`src/rtl/frame_buf_pkg.sv`:
```
// Shared types and widths for the frame buffer arbiter.
// Holds FSM encoding, address/pixel widths and the write FIFO entry.
package frame_buf_pkg;

    localparam int ADR_W    = 15;
    localparam int PIX_W    = 16;
    localparam int BANK_BIT = 15;
    localparam int RAM_AW   = BANK_BIT + 1;

    typedef enum logic [2:0] {
        IDLE,
        WR,
        RD,
        RD_CAP,
        RD_HOLD
    } state_t;

    typedef struct packed {
        logic             bank;
        logic [ADR_W-1:0] adr;
        logic [PIX_W-1:0] data;
    } wr_entry_t;

endpackage

```
`src/rtl/frame_buf_wr_fifo.sv`:
```
// Video write FIFO; each entry carries the bank it was tagged with.
// A push while full is accepted only if a pop frees a slot that cycle.
import frame_buf_pkg::*;

module frame_buf_wr_fifo #(
    parameter  int DEPTH = 4,
    localparam int CW    = $clog2(DEPTH) + 1
) (
    input  logic          clk,
    input  logic          rst_n,
    input  logic          push,
    input  logic          pop,
    input  wr_entry_t     din,
    output wr_entry_t     dout,
    output logic          full,
    output logic          empty,
    output logic [CW-1:0] count
);

    localparam int AW = $clog2(DEPTH);

    wr_entry_t      mem [DEPTH];
    logic [AW-1:0]  wptr;
    logic [AW-1:0]  rptr;
    logic           do_push;
    logic           do_pop;

    assign full    = (count == CW'(DEPTH));
    assign empty   = (count == '0);
    assign do_pop  = pop && !empty;
    assign do_push = push && (!full || do_pop);
    assign dout    = mem[rptr];

    always_ff @(posedge clk) begin
        if (do_push) begin
            mem[wptr] <= din;
        end
    end

    always_ff @(posedge clk or negedge rst_n) begin
        if (!rst_n) begin
            wptr  <= '0;
            rptr  <= '0;
            count <= '0;
        end else begin
            if (do_push) begin
                wptr <= wptr + AW'(1);
            end
            if (do_pop) begin
                rptr <= rptr + AW'(1);
            end
            if (do_push && !do_pop) begin
                count <= count + CW'(1);
            end else if (do_pop && !do_push) begin
                count <= count - CW'(1);
            end
        end
    end

endmodule

```
`src/rtl/frame_buf_arbiter.sv`:
```
// Arbitrates a double-banked frame RAM between queued video writes
// and host reads, with bank swap and frame-ready interrupts.
import frame_buf_pkg::*;

module frame_buf_arbiter #(
    parameter int FIFO_DEPTH = 4,
    parameter int IRQ_LEN    = 2
) (
    input  logic              Sys_clk,
    input  logic              resetx,
    input  logic              vid_wr_stb,
    input  logic [ADR_W-1:0]  vid_adr,
    input  logic [PIX_W-1:0]  vid_data,
    input  logic              vid_frame_end,
    input  logic              host_csx,
    input  logic              host_rdx,
    input  logic [ADR_W-1:0]  host_adr,
    output logic [PIX_W-1:0]  host_rdata,
    output logic              host_waitx,
    output logic              host_irq0,
    output logic              host_irq1,
    output logic [RAM_AW-1:0] ram_addr,
    output logic [PIX_W-1:0]  ram_wdata,
    output logic              ram_wren,
    output logic              ram_rden,
    input  logic [PIX_W-1:0]  ram_q,
    output logic              fifo_ovf
);

    localparam int CW = $clog2(FIFO_DEPTH) + 1;
    localparam int IW = $clog2(IRQ_LEN + 1);

    state_t         state;
    state_t         state_nx;
    wr_entry_t      din;
    wr_entry_t      head;
    logic           full;
    logic           empty;
    logic [CW-1:0]  count;
    logic           pop;
    logic           wr_bank;
    logic           rd_bank;
    logic           rd_done;
    logic           pending;
    logic           released;
    logic           room;
    logic [IW-1:0]  irq_cnt;

    assign din        = {wr_bank, vid_adr, vid_data};
    assign released   = host_csx || host_rdx;
    assign pending    = !released && !rd_done;
    assign room       = count < CW'(FIFO_DEPTH - 1);
    assign pop        = (state_nx == WR);
    assign host_waitx = !(pending && state != RD_HOLD);

    frame_buf_wr_fifo #(
        .DEPTH (FIFO_DEPTH)
    ) u_fifo (
        .clk   (Sys_clk),
        .rst_n (resetx),
        .push  (vid_wr_stb),
        .pop   (pop),
        .din   (din),
        .dout  (head),
        .full  (full),
        .empty (empty),
        .count (count)
    );

    always_comb begin
        state_nx = state;
        unique case (state)
            IDLE, WR: begin
                if (pending && room) begin
                    state_nx = RD;
                end else if (!empty) begin
                    state_nx = WR;
                end else begin
                    state_nx = IDLE;
                end
            end
            RD:      state_nx = released ? IDLE : RD_CAP;
            RD_CAP:  state_nx = released ? IDLE : RD_HOLD;
            RD_HOLD: state_nx = released ? IDLE : RD_HOLD;
            default: state_nx = IDLE;
        endcase
    end

    always_ff @(posedge Sys_clk or negedge resetx) begin
        if (!resetx) begin
            state      <= IDLE;
            rd_done    <= 1'b0;
            wr_bank    <= 1'b0;
            rd_bank    <= 1'b1;
            fifo_ovf   <= 1'b0;
            host_rdata <= '0;
        end else begin
            state <= state_nx;
            if (released) begin
                rd_done <= 1'b0;
            end else if (state == RD_CAP) begin
                rd_done <= 1'b1;
            end
            if (vid_frame_end) begin
                rd_bank <= wr_bank;
                wr_bank <= ~wr_bank;
            end
            if (vid_wr_stb && full && !pop) begin
                fifo_ovf <= 1'b1;
            end
            if (state == RD_CAP) begin
                host_rdata <= ram_q;
            end
        end
    end

    // RAM strobes are registered from the next-state decision.
    always_ff @(posedge Sys_clk or negedge resetx) begin
        if (!resetx) begin
            ram_wren  <= 1'b0;
            ram_rden  <= 1'b0;
            ram_addr  <= '0;
            ram_wdata <= '0;
        end else begin
            ram_wren <= (state_nx == WR);
            ram_rden <= (state_nx == RD);
            if (state_nx == WR) begin
                ram_addr  <= {head.bank, head.adr};
                ram_wdata <= head.data;
            end else if (state_nx == RD) begin
                ram_addr <= {rd_bank, host_adr};
            end
        end
    end

    always_ff @(posedge Sys_clk or negedge resetx) begin
        if (!resetx) begin
            irq_cnt   <= '0;
            host_irq0 <= 1'b0;
            host_irq1 <= 1'b0;
        end else if (vid_frame_end) begin
            irq_cnt   <= IW'(IRQ_LEN - 1);
            host_irq0 <= wr_bank;
            host_irq1 <= ~wr_bank;
        end else if (irq_cnt != '0) begin
            irq_cnt <= irq_cnt - IW'(1);
        end else begin
            host_irq0 <= 1'b0;
            host_irq1 <= 1'b0;
        end
    end

endmodule

```
`config.mk`:
```
export PLATFORM = sky130hd
export DESIGN_NAME = frame_buf_arbiter
export DESIGN_NICKNAME = d
export VERILOG_FILES = /design/src/rtl/frame_buf_pkg.sv /design/src/rtl/frame_buf_wr_fifo.sv /design/src/rtl/frame_buf_arbiter.sv
export SDC_FILE = /design/constraint.sdc
export NUM_CORES = 1
export LEC_CHECK = 0
export CORE_UTILIZATION = 50
export DETAILED_ROUTE_END_ITERATION = 10
export PLACE_DENSITY = 0.79
export SYNTH_ARGS = -nofsm -noshare
export SYNTH_HDL_FRONTEND = slang
export SYNTH_SLANG_ARGS = --single-unit
```
`constraint.sdc`:
```
create_clock -name Sys_clk -period 4.2 [get_ports Sys_clk]
set_input_delay 1.05 -clock Sys_clk [delete_from_list [all_inputs] [get_ports Sys_clk]]
set_output_delay 1.05 -clock Sys_clk [all_outputs]
set_load 0.02 [all_outputs]
```
* After elaboration in Yosys (flattened, before gate mapping)
Memories as Yosys holds them, arrays and structs flattened.
Cells that the tools add are included.
** Word-level totals
- Memories :: 1
- Register bits after elaboration :: 68
- Output and inout bits :: 54
- Input port bits :: 68
- RAM bits :: 128
** Operators by class
- Reductions and logical operators :: 28
- Bitwise operators :: 1
- Eq/ne operators :: 9
- $lt $le $gt $ge :: 1
- Add/sub/neg operators :: 5
- Muxes and demuxes :: 18
** Memory list
- u_fifo.mem :: depth 4, bits a word 32, read ports 1, clocked after memory_dff 0, wr ports 1, line frame_buf_wr_fifo.sv:22 : wr_entry_t mem [DEPTH];
** Operators by type and width (number)
- $mux W16 :: 2
- $reduce_bool A2 Y1 :: 5
- $eq A3 B2 Y1 const B :: 3
- $logic_and A1 B1 Y1 :: 9
- $mux W3 :: 3
- $pmux W3 S3 :: 1
- $logic_not A1 Y1 :: 8
- $mux W1 :: 8
- $mux W2 :: 4
- $eq A3 B1 Y1 const B :: 2
- $eq A3 B3 Y1 const B :: 2
- $logic_not A3 Y1 :: 2
- $add A2 B1 Y2 const B :: 2
- $reduce_or A2 Y1 :: 2
- $add A3 B1 Y3 const B :: 1
- $lt A3 B2 Y1 const B :: 1
- $ne A3 B3 Y1 const B :: 1
- $sub A3 B1 Y3 const B :: 1
- $logic_or A1 B1 Y1 :: 2
- $ne A2 B2 Y1 const B :: 1
- $sub A2 B1 Y2 const B :: 1
- $not A1 Y1 :: 1

* Logic depth before layout (Yosys ltp)
Gate-level depths: netlist of the first run.
- Depth in word-level cells :: 14
- Gate-level depth with buffers :: 10

* Hierarchy
Synthesis of the first run repeated with hierarchy kept, for this count alone.
** Second synthesis, totals
- Cells, all modules :: 412
- Area total of the unflattened synthesis :: 7800.0 µm²
** Modules (own cells, without submodules)
- frame_buf_wr_fifo :: sequential area each 4018.9 µm², cells an instance 203, times used 1, area an instance 5094.9 µm²
- frame_buf_arbiter :: sequential area each 1527.7 µm², cells an instance 209, times used 1, area an instance 2705.1 µm²

* Least setup slack after synthesis of the first run
No wires, ideal clock.
- Path kind :: input to output
- From :: input host_rdx
- To :: output host_waitx
- Slack :: 1350 ps
- Data required time :: 3150 ps
- Arrival time :: 1800 ps
- Path buffers :: 1
- Stages on the path :: 3
- Path through :: nor3_2 -> clkbuf_1 -> nand2_1
** Between the ends
- Word-level cells in the longest chain between the ends :: 5
** RTL lines
- start: declaration :: line frame_buf_arbiter.sv:16 : input logic host_rdx,
- $logic_or A1 B1 Y1 :: line frame_buf_arbiter.sv:50 : assign released = host_csx || host_rdx;
- $logic_not A1 Y1 :: line frame_buf_arbiter.sv:51 : assign pending = !released && !rd_done;
- $logic_and A1 B1 Y1 :: line frame_buf_arbiter.sv:51
- $logic_and A1 B1 Y1 :: line frame_buf_arbiter.sv:54 : assign host_waitx = !(pending && state != RD_HOLD);
- $logic_not A1 Y1 :: line frame_buf_arbiter.sv:54
- end: declaration :: line frame_buf_arbiter.sv:19 : output logic host_waitx,
No other way between the ends.

* Worst setup path in the final report of the first run
Ends and elaborated chain as after synthesis.

==> results of run 1 <==
-- synth_stat cells, drive strengths merged, types with 2 or more instances --
cell	instances	area [sq um]
a2111o	16	180
a211oi	3	35.0
o221a	16	180
xnor2	3	26.3
mux2	35	420
ha	6	75.1
dfrtp	67	1680
buf	13	83.8
edfxtp	128	3840
nand2	5	18.8
clkbuf	6	22.5
xor2	5	43.8
nor3	3	31.3
nor2	7	26.3
a21oi	5	32.5
mux4	32	721
inv	11	41.3
nand3b	2	15.0
and2	4	25.0
-- metrics by stage --
step           hold WS (ns)  total power [uW]  setup slack [ns]  utilization (%)  instances
2_1_floorplan         0.465              4750              1.35                -        379
4_1_cts               0.485              7340             0.735             65.4        706
3_3_place_gp          0.452              5670             0.768             61.5        674
3_5_place_dp          0.470              5770             0.745             61.5        674
5_1_grt               0.518              7620             0.657             65.4        707
6_report              0.486              7250             0.733             65.4        707
-- layer usage --
metal	track usage [%]	up-vias
li1	-	1788
met5	0	-
met1	25.9	2047
met2	33.8	115
met3	4.28	12
met4	8.03	0
-- worst max-delay path by stage --
stage	startpoint	to	slack, ns	cells past startpoint
6_report	host_rdx	host_waitx	0.73	4
5_1_grt	host_rdx	host_waitx	0.66	4
4_1_cts	host_rdx	host_waitx	0.74	4
3_5_place_dp	host_rdx	host_waitx	0.74	4
3_3_place_gp	host_rdx	host_waitx	0.77	4
2_1_floorplan	host_rdx	host_waitx	1.35	3
-- sequential cells by signal (all words and copies together) (netlist names), 2 cells and up --
signal / count
host_rdata: 16
irq_cnt: 2
ram_wdata: 16
u_fifo.wptr: 2
state: 3
u_fifo.rptr: 2
ram_addr: 16
u_fifo.count: 3
u_fifo.mem: 128
-- area by class of cell --
class	instances	area (sq um)
tap	184	230
multi-input combinational	153	1950
clock inverter	15	139
inverter	11	41.3
timing repair buffer	130	1280
antenna	1	2.50
sequential	196	5550
fill	991	5090
clock buffer	17	425
-- cell families after synthesis --
kind of cell,after synthesis,share of synthesized area [%]
AO/OA/AOI/OAI,47,6.41
XOR/XNOR,8,0.919
adder cells (fa/ha/maj),7,1.25
buffers and inverters,30,1.94
flip-flops,196,72.7
multiplexers,67,15.0
AND/OR/NAND/NOR,24,1.82
-- report_power, final --
group | internal (uW) | total (uW) | switching (uW) | leakage, uW
registers | 2670 | 3070 | 399 | 0.00197
clock network | 869 | 1550 | 684 | 0.000277
logic | 1440 | 2620 | 1180 | 0.00126
total | 4980 | 7250 | 2270 | 0.00351
-- worst register-to-register path, delay by kind of cell (launching register included) --
kind                     cells  cell delay (ns)
AO/OA/AOI/OAI                1             0.70
AND/OR/NAND/NOR              2             0.69
adder cells (fa/ha/maj)      2             0.69
flip-flops                   1             0.43
XOR/XNOR                     2             0.31
buffers and inverters        1             0.07
==> results.md, run 1 <==
* Status: complete, but fails checks
* Violated checks: DRC
* Fin. Hold Viols at 0
* Syn nets at 454
* Setup slack, reg-to-reg at 1.24 ns
* Worst Path Max Fanout at 6
* Max-slew violations at 0
* Initial antenna violation count at 1
* DR iter-0 viols at 324
* Wirelength per Cell at 20.6 um
* Mapped Cells at around 380
* GP Congestion at between 0.7 and 0.8
* Commonest non-fill, non-tap cell in the layout: edfxtp_1
* Total Die Area at 0.0158 sq mm
* Crit path cell chain: clkdlybuf4s50_1, nor3_4, nand2_1, clkdlybuf4s50_1
* Port Buffer Count at about 120
* Vias/cell at ~5.6
* Core area at 0.0147 sq mm
* Crit path launch type: primary input
* Pwr Density at 754 mW/mm^2
* Max transition margin at 38.7%
* Mean post-synth cell area at 20.1 sq um
* Worst hold path class: reg2reg
* Min Tclk post-route at 3.47 ns
* Worst EP required at 3.15 ns
* Worst Hold Path Cells at 1
* Layout area overhead at 26.0%
* Worst-Margin Slew at 0.917 ns
* Metal3 WL at 690 um
* Root Buffer Master: clkbuf_16
* Die H at about 130 um
* Routed Antenna Nets at 0
* Synthesized cell area at 0.00763 sq mm
* Worst Reg-to-Reg Cells at 8
* CP top delay family: buffers and inverters
* Die W at roughly 130 um
* WL met1 at 6190 um
* Routed wire length at 14600 um
* Global-route wire length before repair at approximately 23000 um
* CP Capture Type: output port
* Max layer used: met4
* H-tree levels at 4
* Worst-path clk slew at about 0.07 ns
* Commonest non-fill, non-tap cells in the layout: edfxtp_1 (128), clkdlybuf4s50_1 (120), dfrtp_1 (65)
* RSZ-0062 raised after global routing: false
* Gr usage total at between 20 and 25%
* # Max-Cap Violations at 0
* FMAX at 288 MHz
* Sequential-to-total area share from yosys stat at roughly 73%
* Cts bufs inserted at 17
* CP max stage cell: clkdlybuf4s50_1
* Pin count of the biggest net entering global routing at 69
* I/O pins at 122
* Placed Area at 0.00904 sq mm
* Clock latency on the worst-skew pair at 0.43 ns
* FFs w/ async S/R, synth at about a third
* DRC violations left at 13
* Total Nets Final at 584
* Lkg Pwr at 0.00351 uW
* Worst Path Buf+Inv at 2
* Final setup TNS at 0 ns
* Resized cells post-CTS at 0
* Post-CTS Setup Repair Bufs at 0
* Capture point of the worst reg-to-reg path: u_fifo.count[2]
* Initial Util at 51.9%
* Cell variety after synth at 37
* Design Area, Final at 0.00961 sq mm
* Endpoints failing setup at 0
* Via count at 3962
* CP Class: in2out
* Clock skew at 0.00933 ns
* Fin crit share at between 80 and 90%
* Ratio of cells with drive above 1 in the final layout at about a quarter
* Number of synthesized flops with an enable pin at 128
* Number of synthesized register bits at 196
* Drt pass-1 iters at 11
* Met2 routed WL at 7510 um
* GR Overflow Total at 0
* Post-cts hold buffer count at 0
* FP Rows at 44
* RR Startpoint: state[2]
* HP Start: fifo_ovf
* Worst Hold Endpoint: fifo_ovf
* Arrival time worst endpoint at roughly 2.4 ns
* Ys Warns at 0
* Total clock sinks at 196
* Max VDD drop at 357 uV
* CP max stage delay at 0.54 ns
* Most used cell along the critical path: clkdlybuf4s50_1
* Number of global-route vias before repair at between 4000 and 5000
* CTS tree: done
* Synth Flop Type: edfxtp_1
* Clock buffer depth at 2
* DP HPWL at 9120 um
(Power assumes the default switching activity.)
==> run 2, diff against run 1 <==
Clock period 4.2 ns to 3.3 ns, I/O delays scaled along.
==> results.md, run 2 (synthesis results as in run 1) <==
* Clock skew at approximately 0.012 ns
* Initial antenna violation count at 0
* Post-cts hold buffer count at 0
* Worst EP required at approximately 2.5 ns
* Routed Antenna Nets at 0
* Max-slew violations at 0
* Worst Path Max Fanout at 6
* Gr usage total at 20.4%
* Clock latency on the worst-skew pair at 0.44 ns
* Largest register by flop count: u_fifo.mem
* Number of global-route vias before repair at 4342
* Max VDD drop at 531 uV
* DR iter-0 viols at 310
* Lkg Pwr at about 0.0035 uW
* Post-CTS Setup Repair Bufs at 0
* Vias/cell at 5.65
* Final setup TNS at 0 ns
* Total Nets Final at roughly 600
* Via count at between 4000 and 5000
* Commonest non-fill, non-tap cells in the layout: edfxtp_1 (128), clkdlybuf4s50_1 (120), dfrtp_1 (65)
* Min Tclk post-route at a little over 3 ns
* GR Overflow Total at 0
* Worst-Margin Slew at slightly above 0.9 ns
* Cell count after placement at 679
* RSZ-0062 raised after global routing: false
* Port Buffer Count at between 100 and 150
* Wirelength per Cell at roughly 20 um
* Fin. Hold Viols at 0
* Pwr Density at 964 mW/mm^2
* FP Rows at 44
* Routed wire length at 14400 um
* Resized cells post-CTS at 0
* CTS tree: done
* FMAX at 323 MHz
* Crit path launch type: primary input
* GP Congestion at about 0.73
* Arrival time worst endpoint at between 2 and 2.5 ns
* DRC violations left at 13
* Worst hold path class: reg2reg
* Violated checks: DRC
* Global-route wire length before repair at 23800 um
* Core area at 0.0147 sq mm
* Flip-flop count of the largest register after layout at 128
* Total clock sinks at 196
* Status: complete, but fails checks
* Root Buffer Master: clkbuf_16
* Power Total at 9360 uW
* Layout area overhead at 27.3%
* Ratio of cells with drive above 1 in the final layout at 27.3%
* CP Class: in2out
* Total Die Area at approximately 0.016 sq mm
* Clock buffer depth at 2
* Endpoints failing setup at 0
* Fin crit share at 93.7%
* Fin cells at 711
* Die W at 126 um
* Worst-path clk slew at 0.07 ns
* Pin count of the biggest net entering global routing at 69
* Commonest non-fill, non-tap cell in the layout: edfxtp_1
* DP HPWL at 8870 um
* Drt pass-1 iters at 10
* I/O pins at 122
* Ant. Diodes at 0
* Cts bufs inserted at 17
* Die H at 126 um
* # Max-Cap Violations at 0
* Max transition margin at 37.8%
* Initial Util at 51.9%
* CP Capture Type: output port
* H-tree levels at 4
-- run 2: layout make-up --
type	instances	area, sq um
Clock buffer	18	439
Multi-Input combinational cell	153	1950
Tap cell	184	230
Sequential cell	196	5550
Inverter	11	41.3
Timing Repair Buffer	135	1340
Clock inverter	14	165
Fill cell	1000	4990
-- run 2: metal layers --
metal  vias to the layer above  share of wire (%)  global-route usage [%]  wire [um]
met5                         -                  0                       0          0
met1                      2064                 41                    25.9       5980
met2                       142                 51                    33.5       7310
met4                         0                1.7                    8.97        252
met3                        18                6.2                    5.18        897
li1                       1791                  -                       -          -
-- run 2: worst paths after layout --
check / startpoint / to / slack [ns] / cells after the start
worst min register to register: fifo_ovf / fifo_ovf / 0.47 / 1
worst max-delay path: host_csx / host_waitx / 0.21 / 4
worst max register to register: state[1] / u_fifo.count[1] / 0.71 / 6
max in group asynchronous: resetx / u_fifo.rptr[0] / 2.17 / 1
worst min-delay path: fifo_ovf / fifo_ovf / 0.47 / 1
min in group asynchronous: resetx / ram_wdata[6] / 0.52 / 1
-- run 2: through the flow --
step / setup WS, ns / area (sq um) / util (%) / hold WS, ns
after floorplan: 0.705 / 7630 / - / 0.465
after global placement: 0.252 / 9100 / 61.9 / 0.452
after detailed placement: 0.205 / 9100 / 61.9 / 0.465
after CTS: 0.200 / 9710 / 66.1 / 0.478
after global routing: 0.129 / 9710 / 66.1 / 0.521
final: 0.206 / 9710 / 66.1 / 0.469
-- run 2: power breakdown --
part	switching (uW)	total, uW	internal (uW)
Combinational	1500	3370	1860
Sequential	517	3920	3400
Clock	921	2080	1160
-- run 2: worst max-delay path, stage by stage --
cell,delay [ns]
clkdlybuf4s50_1,0.53
nor3_4,0.27
nand2_1,0.08
clkdlybuf4s50_1,0.55
==> run 3, diff against run 2 <==
--- a/constraint.sdc
+++ b/constraint.sdc
@@ -3,2 +3,2 @@
 set_output_delay 0.825 -clock Sys_clk [all_outputs]
-set_load 0.02 [all_outputs]
+set_load 0.01 [all_outputs]
==> results.md, run 3 (synthesis results as in run 1) <==
* Status: complete, but fails checks
* Violated checks: DRC
* GP Congestion at 0.755
* Total clock sinks at 196
* Clock latency on the worst-skew pair at 0.43 ns
* Crit path cell chain: clkdlybuf4s50_1, nor3_4, nand2_1, clkdlybuf4s50_1
* Post-cts hold buffer count at 0
* Lkg Pwr at 0.00352 uW
* Worst hold path class: in2async
* Core area at between 0.01 and 0.015 sq mm
* CP top delay family: buffers and inverters
* Fin crit share at 93.4%
* CP max stage delay at between 0.5 and 0.6 ns
* Root Buffer Master: clkbuf_16
* Max-slew violations at 0
* Pin count of the biggest net entering global routing at 69
* DR iter-0 viols at between 200 and 250
* Layout area overhead at 26.9%
* Gr usage total at 20.2%
* Cts bufs inserted at 17
* Crit path launch type: primary input
* Commonest non-fill, non-tap cells in the layout: edfxtp_1 (128), clkdlybuf4s50_1 (120), dfrtp_1 (65)
* Die W at 126 um
* GR Overflow Total at 0
* Via count at between 4000 and 5000
* Pwr Density at 936 mW/mm^2
* Routed wire length at 14700 um
* Flip-flop count of the largest register after layout at 128
* Total Nets Final at 588
* Worst EP required at 2.47 ns
* Clock skew at 0.0102 ns
* Max transition margin at 36.1%
* Final setup TNS at 0 ns
* Port Buffer Count at 121
* Commonest non-fill, non-tap cell in the layout: edfxtp_1
* Endpoints failing setup at 0
* Arrival time worst endpoint at 2.26 ns
* FP Rows at 44
* Resized cells post-CTS at 0
* Setup slack after layout at between 0.2 and 0.25 ns
* Vias/cell at 5.65
* Post-CTS Setup Repair Bufs at 0
* Ratio of cells with drive above 1 in the final layout at 27.0%
* Initial Util at 51.9%
* Fin. Hold Viols at 0
* Worst-Margin Slew at 0.958 ns
* Place WS at 0.235 ns
* CTS tree: done
* Global-route wire length before repair at between 20000 and 25000 um
* Worst-path clk slew at 0.07 ns
* Die H at approximately 130 um
* RSZ-0062 raised after global routing: false
* # Max-Cap Violations at 0
* Clock buffer depth at 2
* Drt pass-1 iters at 11
* Total Die Area at 0.0158 sq mm
* Largest register by flop count: u_fifo.mem
* Min Tclk post-route at 3.08 ns
* Ant. Diodes at 0
* Worst Path Max Fanout at 6
* FMAX at 324 MHz
* H-tree levels at 4
* CP Class: in2out
* Initial antenna violation count at 0
* DRC violations left at 13
* Routed Antenna Nets at 0
* DP HPWL at 8940 um
* CP max stage cell: clkdlybuf4s50_1
* Wirelength per Cell at 20.7 um
* Most used cell along the critical path: clkdlybuf4s50_1
* I/O pins at 122
* CP Capture Type: output port
* Number of global-route vias before repair at ~4300
* Worst Path Buf+Inv at 2
* Max VDD drop at 403 uV
-- run 3: cell count changes in the layout (fill, tap and decap cells not counted), sizes merged --
cell	before	now
clkinv	3	2
buf	15	14
clkinvlp	2	6
inv	18	15
-- run 3: path summary, 6_finish.rpt --
check / from / end / slack [ns] / cells after the start
max in group asynchronous: resetx / u_fifo.rptr[0] / 2.15 / 1
max: host_rdx / host_waitx / 0.22 / 4
max reg2reg: state[1] / u_fifo.count[1] / 0.63 / 6
min in group Sys_clk: host_irq1 / host_irq1 / 0.50 / 2
min: resetx / ram_wdata[1] / 0.50 / 1
min reg2reg: host_irq1 / host_irq1 / 0.50 / 2
-- run 3: routing by layer --
layer	share of wire (%)	track usage, %	routed length [um]	vias to the layer above
met2	51	33.3	7510	125
met5	0	0	0	-
met4	1.4	7.46	211	0
li1	-	-	-	1803
met1	42	26.4	6160	2068
met3	5.4	4.62	789	15
-- run 3: report_power, final --
part	switching, uW	leakage, uW	internal, uW
combinational	1260	0.00129	1860
sequential	518	0.00197	3400
clock	896	0.000266	1120
total	2680	0.00352	6390
-- run 3: final cells by class --
| class | count | area (sq um) |
|---|---|---|
| Clock buffer | 18 | 429 |
| Inverter | 11 | 41.3 |
| Sequential cell | 196 | 5550 |
| Fill cell | 1020 | 5020 |
| Tap cell | 184 | 230 |
| Multi-Input combinational cell | 153 | 1950 |
| Timing Repair Buffer | 134 | 1330 |
| Clock inverter | 14 | 154 |
-- run 3: per-stage QoR --
stage | power, uW | std cells | hold slack [ns] | utilization, % | instance area (sq um)
2_1_floorplan | 5800 | 379 | 0.465 | - | 7630
3_3_place_gp | 7000 | 678 | 0.451 | 61.9 | 9100
3_5_place_dp | 7120 | 678 | 0.491 | 61.9 | 9100
4_1_cts | 9160 | 710 | 0.508 | 65.9 | 9680
5_1_grt | 9530 | 710 | 0.522 | 65.9 | 9680
6_report | 9070 | 710 | 0.500 | 65.9 | 9680
-- run 3: worst reg2reg max path: stages, from the launching register on --
cell     delay [ns]
dfrtp_1        0.43
or2_1          0.77
a31oi_1        0.29
ha_1           0.30
inv_1          0.09
fa_1           0.40
mux2_2         0.26
